==> src/rtl/seq_timing_gen.sv <==
// Sequence counter and one-hot timing generator feeding the control unit, with run/halt/step control.
// T follows registered SC in the same cycle; CLRSEQ/INCSEQ take effect at the next edge; no backpressure.
module seq_timing_gen #(
  parameter int SC_WIDTH  = 3,
  parameter int T_WIDTH   = 8,
  parameter int CNT_WIDTH = 16
) (
  input  logic                 CLK,
  input  logic                 RST_N,
  input  logic                 START,
  input  logic                 HALT,
  input  logic                 STEP_MODE,
  input  logic                 STEP,
  input  logic                 CLRSEQ,
  input  logic                 INCSEQ,
  output logic [T_WIDTH-1:0]   T,
  output logic [SC_WIDTH-1:0]  SC,
  output logic                 RUN,
  output logic                 OVERRUN,
  output logic [CNT_WIDTH-1:0] INSTR_CNT
);

  localparam logic [1:0] ST_HALTED    = 2'd0;
  localparam logic [1:0] ST_RUNNING   = 2'd1;
  localparam logic [1:0] ST_STEP_HOLD = 2'd2;

  logic [1:0]           state_q, state_d;
  logic [SC_WIDTH-1:0]  sc_q, sc_d;
  logic [CNT_WIDTH-1:0] cnt_q, cnt_d;
  logic                 overrun_q, overrun_d;
  logic                 halt_pend_q, halt_pend_d;
  logic                 step_q, step_d;
  logic                 run_q, run_d;
  logic                 step_rise;

  assign step_rise = STEP && !step_q;
  assign step_d    = STEP;

  always_comb begin
    state_d     = state_q;
    sc_d        = sc_q;
    cnt_d       = cnt_q;
    overrun_d   = overrun_q;
    halt_pend_d = halt_pend_q;
    case (state_q)
      ST_RUNNING: begin
        if (CLRSEQ) begin
          sc_d  = '0;
          cnt_d = cnt_q + CNT_WIDTH'(1);
          if (halt_pend_q || HALT) begin
            state_d     = ST_HALTED;
            halt_pend_d = 1'b0;
          end else if (STEP_MODE) begin
            state_d = ST_STEP_HOLD;
          end
        end else begin
          if (INCSEQ) begin
            sc_d = sc_q + SC_WIDTH'(1);
            // Running off the end of the timing bus means the control unit missed its CLRSEQ.
            if (sc_q == SC_WIDTH'(T_WIDTH - 1)) overrun_d = 1'b1;
          end
          if (HALT) halt_pend_d = 1'b1;
        end
      end
      ST_STEP_HOLD: begin
        sc_d = '0;
        if (HALT) begin
          state_d     = ST_HALTED;
          halt_pend_d = 1'b0;
        end else if (step_rise || !STEP_MODE) begin
          state_d = ST_RUNNING;
        end
      end
      default: begin
        sc_d        = '0;
        halt_pend_d = 1'b0;
        state_d     = ST_HALTED;
        if (START && !HALT) begin
          state_d   = ST_RUNNING;
          overrun_d = 1'b0;
        end
      end
    endcase
    run_d = (state_d == ST_RUNNING);
  end

  always_ff @(posedge CLK or negedge RST_N) begin
    if (!RST_N) begin
      state_q     <= ST_HALTED;
      sc_q        <= '0;
      cnt_q       <= '0;
      overrun_q   <= 1'b0;
      halt_pend_q <= 1'b0;
      step_q      <= 1'b0;
      run_q       <= 1'b0;
    end else begin
      state_q     <= state_d;
      sc_q        <= sc_d;
      cnt_q       <= cnt_d;
      overrun_q   <= overrun_d;
      halt_pend_q <= halt_pend_d;
      step_q      <= step_d;
      run_q       <= run_d;
    end
  end

  always_comb begin
    T = '0;
    if (state_q == ST_RUNNING) T[sc_q] = 1'b1;
  end

  assign SC        = sc_q;
  assign RUN       = run_q;
  assign OVERRUN   = overrun_q;
  assign INSTR_CNT = cnt_q;

endmodule

==> config.mk <==
export PLATFORM = sky130hd
export DESIGN_NAME = seq_timing_gen
export DESIGN_NICKNAME = d
export VERILOG_FILES = /design/src/rtl/seq_timing_gen.sv
export SDC_FILE = /design/constraint.sdc
export NUM_CORES = 1
export LEC_CHECK = 0
export BUFFER_PORTS_ARGS = -buffer_cell sky130_fd_sc_hd__buf_2
export CORE_AREA = 2 2 40 69
export CTS_BUF_LIST = sky130_fd_sc_hd__clkbuf_4 sky130_fd_sc_hd__clkbuf_8 sky130_fd_sc_hd__clkbuf_16
export CTS_CLUSTER_SIZE = 16
export DETAILED_ROUTE_END_ITERATION = 10
export DIE_AREA = 0 0 42 71
export PLACE_DENSITY = 0.85
export RECOVER_POWER = 25
export REMOVE_ABC_BUFFERS = 1
export SLEW_MARGIN = 20
export SYNTH_ARGS = -nofsm -noshare
export SYNTH_HDL_FRONTEND = slang
export SYNTH_SLANG_ARGS = --single-unit
==> constraint.sdc <==
create_clock -name CLK -period 3.12 [get_ports CLK]
set_input_delay 0.468 -clock CLK [delete_from_list [all_inputs] [get_ports CLK]]
set_output_delay 0.468 -clock CLK [all_outputs]
set_load 0.05 [all_outputs]
Yosys cells after proc, flatten, opt, wreduce, memory -nomap -nowiden
Cells that the tools add are included.
- register bits: 25
- input bits: 8
- output and inout bits: 29
- add/subtract/negate cells: 2
- magnitude comparators: 2
- equality and inequality tests: 11
- multiplexer cells: 23
- bitwise logic cells: 1
- reduce and logical (&&, ||, !) cells: 12
- operators by type and width (operator ; number):
    adder 16 x 1 -> 16 bit, second input constant ; 1
    2-to-1 mux 1 bit ; 10
    2-to-1 mux 2 bit ; 5
    2-to-1 mux 3 bit ; 3
    != test 3 bit, second input constant ; 3
    2-to-1 mux 8 bit ; 1
    != test 2 bit, second input constant ; 4
    AND reduction 5 bit ; 1
    equality test 2 x 1 -> 1 bit, second input constant ; 2
    less-than comparator 3 x 4 -> 1 bit, second input constant ; 1
    case mux 1 bit (2 select lines) ; 2
    case mux 2 bit (2 select lines) ; 1
    adder 3 x 1 -> 3 bit, second input constant ; 1
    demux 1 bit (select 3 bit) ; 1
    equality test 3 bit, second input constant ; 1
    >= comparator 3 x 1 -> 1 bit, second input constant ; 1
    logical AND 1 bit ; 3
    zero test 1 bit ; 3
    AND reduction 3 bit ; 1
    equality test 2 bit, second input constant ; 1
    logical OR 1 bit ; 2
    AND reduction 2 bit ; 1
    nonzero test 2 bit ; 1
    inverter 1 bit ; 1

Logic depth before layout (Yosys ltp)
Gate-level depths: netlist of run 1.
- word-level depth: 7
- depth in mapped cells: 7
- mapped depth without buffers: 6

Worst setup path before layout of run 1
Ideal clock, no wire load.
- path type: reg-to-output
- start: reg sc_q[0], in the netlist SC[0]
- end: out T[1]
- data arrival time: 1.921 ns
- setup slack: 0.731 ns
- cell stages (with the launch flop): 3
- cells stage by stage: dfrtp_1 -> nand2_1 -> nor3_1
- word-level cells in the longest chain between the ends: 5
- ends and longest elaborated chain (item ; RTL line ; RTL):
    start, declared ; 28 ; logic [SC_WIDTH-1:0] sc_q, sc_d;
    start signal, assigned ; 90 ; sc_q <= '0;
    start signal, assigned ; 98 ; sc_q <= sc_d;
    less-than comparator 3 x 4 -> 1 bit (implied by the code) / >= comparator 3 x 1 -> 1 bit (equally long branches) ; 109 ; if (state_q == ST_RUNNING) T[sc_q] = 1'b1;
    logical AND 1 bit (implied by the code) ; 109 ;
    2-to-1 mux 1 bit (implied by the code) ; 109 ;
    demux 1 bit (select 3 bit) (*) ; 109 ;
    2-to-1 mux 8 bit (*) ; 109 ;
    end, declared ; 16 ; output logic [T_WIDTH-1:0] T,
Mark *: on every way between the ends. The rest lies on a longest branch, timed or not.

Worst setup path in the final report of run 1
- start: reg state_q[1]
- end: out T[0]
- word-level cells in the longest chain between the ends: 2
- ends and longest elaborated chain (item ; RTL line ; RTL):
    start, declared ; 27 ; logic [1:0] state_q, state_d;
    start signal, assigned ; 97 ; state_q <= state_d;
    equality test 2 x 1 -> 1 bit ; 109 ;
    2-to-1 mux 8 bit ; 109 ;
No other way between the ends.

==> flow_summary.yaml, run 1 <==
floorplan:
  die_w_um: 42
  dieArea_sq_um: 2982
  num_io_pins: 37
  core_sq_um: 2432
  initial_core_util: 0.5144
  core.rowCount: 24
  fp.dieH_um: 71
layout:
  final_nets: 170
  area_growth_pct: 20.20
  drive_gt1_frac: 0.2885
  final_util: 0.6183
  finalNonFillerCells: 182
  diodes: 0
  fin_area_sq_um: 1504
synth:
  synth_cell_types: 30
  async_reset_ff_frac: 1.000
  synth.most_common_cell: "dfrtp_1"
  yosys.area.top_type: "dfrtp_1"
  syn_inst: 117
  ys_seq_elements: 25
  synth.avg_cell_area_sq_um: 10.69
  ys_top_cells_by_count: "dfrtp_1 (25), nor2_1 (17), xnor2_1 (11)"
  synthFlopType: "dfrtp_1"
  synth_area_leaders: "dfrtp_1 (50%), xnor2_1 (7.7%), nor2_1 (5.1%)"
  synth_area_sq_um: 1251
  synth.top_cell.area_share: 0.5000
  yosysSeqAreaShare: 0.5000
  yosysWarnings: 0
  synth_edf_count: 0
detailed_routing:
  drc: 0
  viasPerCell: 5.462
  routed_wl_um: 2521
  postRouteAntennaNets: 0
  drt-initial-drc-count: 25
  wl_per_cell_um: 13.85
  dr.pass1.iters: 4
  num_vias: 994
cts:
  cts_sinks: 25
  clk_pin_slew_ps: 90
  hold_buffers: 0
  postCtsSetupBuffers: 0
  cts_made_buffers: 3
  clockRootBuffer: "clkbuf_8"
  cts_tree: "yes"
  clockBufferDepth: 2
  clock_latency_ps: 270
  cts_resized: 0
  htreeDepth: 1
worst_setup_path:
  crit_chain: "inv_1 > ha_1 > nand2b_1 > nor3_1 > buf_2"
  path_buf_inv: 2
  cp_data_arrival_time_ps: 1710
  path_class: "flop to primary output"
  endpoint_kind: "primary output"
  cp-start-kind: "flop"
  cp_slowest_stage_delay_ps: 390
  crit_family: "flip-flops"
  worstPathRequired_ps: 2650
  critPathSlowestCell: "dfrtp_1"
  crit_fanout: 9
grt:
  antenna_found_initial: 0
  grt_pass1_vias: 991
  grt.total_usage: 0.1938
  grt_max_degree: 26
  grt_pass1_wl_um: 4478
  overflow: 0
power_and_ir_drop:
  leakagePower_nw: 0.8080
  total_power_uw: 793.1
  vdd_drop_max_v: 0.0005382
  powerDensity_nw_per_um2: 527.4
timing:
  rsz0062_at_grt: "false"
  hold_ws_ps: 310.9
  slew_headroom: 0.1219
  finalCritPeriodShare: 0.6994
  hold_viol_final: 0
  tightest_slew_ps: 1317
  clock_skew_ps: 5.210
  setup_viol: 0
  tns_ps: 0
  fmax_mhz: 458.3
  period_minus_slack_ps: 2182
  setup_slack_ps: 937.9
  timing.final.max_slew_violations: 0
place:
  portBuffers: 36
  gp_congestion: 0.7991
  dp_hpwl_um: 1981
  pre_cts_ws_ps: 1241
  dpl_cell_area_sq_um: 1459
  placed_cells: 178
hold_path:
  hold_path.class: "primary input to flop"
status:
  status: "finished clean"
flow_run:
  maxCapViolCount: 0
-- report_power, final --
| part | total, mW | switching (mW) | leakage (nW) | internal (mW) |
|---|---|---|---|---|
| logic | 0.210 | 0.154 | 0.444 | 0.0559 |
| registers | 0.393 | 0.0386 | 0.338 | 0.354 |
| clock network | 0.190 | 0.101 | 0.0255 | 0.0894 |
-- kinds of logic (layout without fill, tap and decap cells) --
kind of cell / count (synthesis) / count (layout) / share of synthesized area
xor+xnor: 16 / 16 / 0.1120
compound gates: 7 / 7 / 0.03700
mux: 3 / 3 / 0.02500
fa+ha+maj: 5 / 5 / 0.05000
simple gates: 56 / 56 / 0.2600
buf+inv: 5 / 44 / 0.01599
flops: 25 / 25 / 0.5000
-- registers in the layout (all words and copies together) (netlist names) --
name,cells
step_q,1
halt_pend_q,1
state_q,2
OVERRUN,1
INSTR_CNT,16
RUN,1
SC,3
-- metal layers --
metal,vias to the layer above,track usage,wire [um]
met4,0,0.09319,53
li1,475,-,-
met5,-,0,0
met3,5,0.01786,156
met2,42,0.3507,1371
met1,472,0.2228,940
-- placed cells by master (no fill, tap or decap), drive strengths merged, types with 3 or more instances in the layout --
master	count
o21ai	3
xor2	5
ha	5
nand2b	6
nand4	3
buf	35
nand3	8
dfrtp	25
nor2	17
clkbuf	4
nand2	10
inv	4
xnor2	11
-- worst paths after layout --
path                                     from             to  slack, ps  cells past startpoint
worst max-delay path               state_q[1]           T[0]        940                      5
max in group asynchronous               RST_N   INSTR_CNT[4]       1880                      1
min in group asynchronous               RST_N  INSTR_CNT[15]        470                      1
worst min register to register  INSTR_CNT[15]  INSTR_CNT[15]        470                      1
worst min-delay path                     STEP         step_q        310                      1
worst max register to register     state_q[1]  INSTR_CNT[12]       1360                      6
-- layout make-up --
type | instances | area (sq um)
tap | 26 | 32.53
sequential | 25 | 625.6
inverter | 4 | 15.01
timing repair buffer | 36 | 178.9
multi-input combinational | 87 | 605.6
fill | 213 | 928.4
clock buffer | 3 | 41.29
clock inverter | 1 | 5.005
Note: power is estimated with default switching activity, not from simulation.
==> inputs of run 2 (changes only) <==
Settings changed: CORE_AREA 2 2 40 69 to 2 2 41 72, DIE_AREA 0 0 42 71 to 0 0 43 74, PLACE_DENSITY 0.85 to 0.8.
Clock period 3.12 ns to 2.28 ns, I/O delays scaled along.
==> run 2 against run 1 <==
Clock power increased by 41%; routed wire length up 0.56%; sequential share of layout area decreased by 0.069 points; total power is 38% higher; global-route usage is 1.2 points lower; clock skew down 2.5 ps; highest routed layer unchanged; critical path type unchanged; core utilization is 4.5 points lower; first-iteration DRC count fell by 44%; non-clock buffer count stayed put; critical path depth unchanged; setup slack got worse by 710 ps; via count shrank 1.7%.
==> flow_summary.yaml, run 2 (synthesized netlist as in run 1, its figures left out) <==
cts:
  cts_resized: 0
  hold_buffers: 0
  clk_pin_slew_ps: 80
  cts_sinks: 25
  clock_latency_ps: 260
  cts_tree: "yes"
  clockRootBuffer: "clkbuf_8"
  clockBufferDepth: 2
  htreeDepth: 1
  postCtsSetupBuffers: 0
  cts_made_buffers: 3
layout:
  largest_reg_flops: 16
  diodes: 0
  area_growth_pct: 20.40
  drive_gt1_frac: 0.2821
  fillers: 250
  final_cell_mix: "buf_2 (34), dfrtp_1 (25), nor2_1 (17)"
  final_nets: 170
  layout_commonest_cell: "buf_2"
detailed_routing:
  wl_per_cell_um: 13.85
  num_vias: 977
  routed_wl_um: 2535
  postRouteAntennaNets: 0
  drc: 0
  drt-initial-drc-count: 14
  viasPerCell: 5.339
  dr.pass1.iters: 4
worst_setup_path:
  cp_data_arrival_time_ps: 1710
  endpoint_kind: "primary output"
  reg2regPathDepth: 6
  crit_fanout: 9
  path_class: "flop to primary output"
  reg2reg_to: "INSTR_CNT[12]"
  r2r_slack_ps: 520
  r2r_start: "state_q[1]"
  cp-start-kind: "flop"
  worstPathRequired_ps: 1940
power_and_ir_drop:
  power_frac_comb: 0.264
  p_clk_frac: 0.245
  netSwitchingFraction: 0.3638
  vdd_drop_max_v: 0.0004774
  power.internal_uw: 697.4
  seqPwrFrac: 0.491
  p_switching_uw: 398.8
  total_power_mw: 1.096
  leakagePower_nw: 0.8059
  powerDensity_nw_per_um2: 727.7
floorplan:
  core_sq_um: 2628
  initial_core_util: 0.4762
  die_w_um: 43
  fp.dieH_um: 74
  num_io_pins: 37
  core.rowCount: 25
  dieArea_sq_um: 3182
grt:
  grt_pass1_vias: 984
  overflow: 0
  grt_pass1_wl_um: 4429
  grt_max_degree: 26
  antenna_found_initial: 0
  grt.total_usage: 0.1817
timing:
  finalCritPeriodShare: 0.8993
  setup_viol: 0
  slew_headroom: 0.1504
  tightest_slew_ps: 1274
  fmax_mhz: 487.7
  timing.final.max_slew_violations: 0
  tns_ps: 0
  clock_skew_ps: 2.675
  rsz0062_at_grt: "false"
  hold_viol_final: 0
  period_minus_slack_ps: 2050
hold_path:
  hold_path.class: "primary input to flop"
  hp-start: "STEP"
  min_path_cells: 1
  min_to: "step_q"
place:
  portBuffers: 36
  dp_hpwl_um: 1956
  gp_congestion: 0.9105
flow_run:
  maxCapViolCount: 0
status:
  status: "finished clean"
run 2: cell types whose count changed in the layout (fill, tap and decap cells not counted), sizes merged:
cell,change
clkbuf,+2
buf,-1
clkinv,-1
run 2: power groups by stage:
stage	clock network [mW]	registers, mW	logic (mW)
after floorplan	0	0.677	0.0768
after global placement	0	0.541	0.286
after detailed placement	0	0.547	0.293
after CTS	0.272	0.539	0.294
after global routing	0.297	0.546	0.312
final	0.268	0.538	0.290
run 2: critical path: stages, from the launching register on:
cell,delay [ps]
dfrtp_1,390
inv_1,70
ha_1,370
nand2b_1,180
nor3_1,150
buf_2,290
run 2: routing by layer:
layer,up-vias,GRT usage,share of wire
met2,36,0.3283,0.54
met1,458,0.2079,0.39
met4,0,0.08754,0.020
li1,476,-,-
met5,-,0,0
met3,7,0.02427,0.052
run 2: worst max path at each step:
stage,slack (ps),endpoint,startpoint,cells past startpoint
after floorplan,5,T[1],state_q[1],4
after global placement,580,T[1],state_q[1],5
after detailed placement,530,T[0],state_q[1],5
after CTS,240,T[0],state_q[1],5
after global routing,80,T[0],state_q[1],5
final,230,T[0],state_q[1],5
run 2: final cells by class:
type	instances	area (sq um)	area share
flip-flops and latches	25	625.6	0.4153
multi-input cells	87	605.6	0.4020
repair buffers	36	177.7	0.1179
clock buffers	4	48.80	0.03239
well taps	27	33.78	0.02243
inverters	4	15.01	0.009967
run 2: stage by stage:
step	setup WS, ps	hold slack [ps]	cells	utilization	instance area, sq um
global route	79.51	196.3	183	0.5733	1506
floorplan	5.234	46.41	116	-	1246
CTS	242.2	69.43	183	0.5743	1509
finish	229.6	197.3	183	0.5733	1506
detailed placement	531.4	356.3	179	0.5557	1460
global placement	582.8	353.9	179	0.5557	1460
==> inputs of run 3 (changes only) <==
Settings changed: CELL_PAD_IN_SITES_DETAIL_PLACEMENT from default to 0, CELL_PAD_IN_SITES_GLOBAL_PLACEMENT from default to 1, CORE_AREA 2 2 41 72 to 2 2 47 81, DIE_AREA 0 0 43 74 to 0 0 49 83.
==> run 3 against run 2 <==
First-iteration DRC count increased by 7.1%; routed wire length decreased by 3.6%; maximum frequency increased by 2.0%; die area increased by 28%; highest routed layer unchanged; cell count increased by 9.8%; core utilization decreased by 12 points; critical path depth unchanged; clock skew decreased by 0.55 ps; largest cell class unchanged.
==> flow_summary.yaml, run 3 (synthesized netlist as in run 1, its figures left out) <==
status:
  status: "finished clean"
grt:
  antenna_found_initial: 0
  grt_max_degree: 26
  overflow: 0
  grt.total_usage: 0.1355
  grt_pass1_vias: 1095
  grt_pass1_wl_um: 4485
layout:
  regArea_sq_um: 625.6
  finalNonFillerCells: 201
  layout_commonest_cell: "buf_2"
  multiInputGateArea_sq_um: 605.6
  final_cell_mix: "buf_2 (35), dfrtp_1 (25), nor2_1 (17)"
  fillers: 351
  fin_area_sq_um: 1530
  drive_gt1_frac: 0.2885
  largest_reg_flops: 16
  diodes: 0
  final_nets: 170
  final_util: 0.4503
  area_growth_pct: 22.30
timing:
  tns_ps: 0
  period_minus_slack_ps: 2010
  hold_viol_final: 0
  timing.final.max_slew_violations: 0
  tightest_slew_ps: 1292
  finalCritPeriodShare: 0.8816
  clock_skew_ps: 2.124
  setup_viol: 0
  setup_slack_ps: 269.9
  slew_headroom: 0.1384
  rsz0062_at_grt: "false"
  hold_ws_ps: 203.9
  fmax_mhz: 497.5
worst_setup_path:
  cp-start-kind: "flop"
  endpoint_kind: "primary output"
  path_class: "flop to primary output"
  reg2regPathDepth: 6
  worstPathRequired_ps: 1940
  crit_fanout: 9
  cp_data_arrival_time_ps: 1670
floorplan:
  num_io_pins: 37
  core_sq_um: 3398
  fp.dieH_um: 83
  die_w_um: 49
  initial_core_util: 0.3682
  core.rowCount: 28
  dieArea_sq_um: 4067
cts:
  hold_buffers: 0
  clockRootBuffer: "clkbuf_8"
  clk_pin_slew_ps: 80
  cts_resized: 0
  cts_sinks: 25
  cts_made_buffers: 3
  clock_latency_ps: 250
  htreeDepth: 1
  cts_tree: "yes"
  postCtsSetupBuffers: 0
  clockBufferDepth: 2
detailed_routing:
  viasPerCell: 4.905
  num_vias: 986
  postRouteAntennaNets: 0
  drt-initial-drc-count: 15
  drc: 0
  wl_per_cell_um: 12.16
  dr.pass1.iters: 4
  routed_wl_um: 2444
place:
  dp_hpwl_um: 2015
  placed_cells: 197
  dpl_cell_area_sq_um: 1483
  pre_cts_ws_ps: 525.5
  portBuffers: 36
  gp_congestion: 0.8082
power_and_ir_drop:
  leakagePower_nw: 0.8087
  vdd_drop_max_v: 0.0003728
  powerDensity_nw_per_um2: 705.6
  total_power_mw: 1.080
hold_path:
  min_path_cells: 1
  hold_path.class: "primary input to flop"
flow_run:
  maxCapViolCount: 0
run 3: worst paths after layout:
check	startpoint	to	slack [ps]
worst max-delay path	state_q[1]	T[0]	270
worst min-delay path	STEP	step_q	200
worst max register to register	state_q[1]	INSTR_CNT[9]	570
worst min register to register	INSTR_CNT[14]	INSTR_CNT[14]	490
max in group asynchronous	RST_N	state_q[0]	1170
min in group asynchronous	RST_N	INSTR_CNT[15]	350
run 3: layer usage:
| metal | vias up | share of wire | global-route usage |
|---|---|---|---|
| met4 | 0 | 0.015 | 0.06753 |
| li1 | 471 | - | - |
| met2 | 34 | 0.56 | 0.2578 |
| met1 | 477 | 0.38 | 0.1415 |
| met5 | - | 0 | 0 |
| met3 | 4 | 0.049 | 0.01439 |
run 3: final cells by class:
class / count / area share
repair buffers: 36 / 0.1169
multi-input cells: 87 / 0.3957
well taps: 45 / 0.03679
flip-flops and latches: 25 / 0.4088
clock buffers: 4 / 0.03189
inverters: 4 / 0.009812
run 3: power by group:
group          leakage (nW)  internal [mW]  switching, mW
Sequential            0.338          0.484         0.0531
Combinational         0.444         0.0767          0.209
Clock                0.0262          0.136          0.121
Total                 0.809          0.697          0.382
run 3: critical path: stages, from the launching register on:
cell	delay, ps
dfrtp_1	390
inv_1	70
ha_1	350
nand2b_1	170
nor3_1	150
buf_2	290
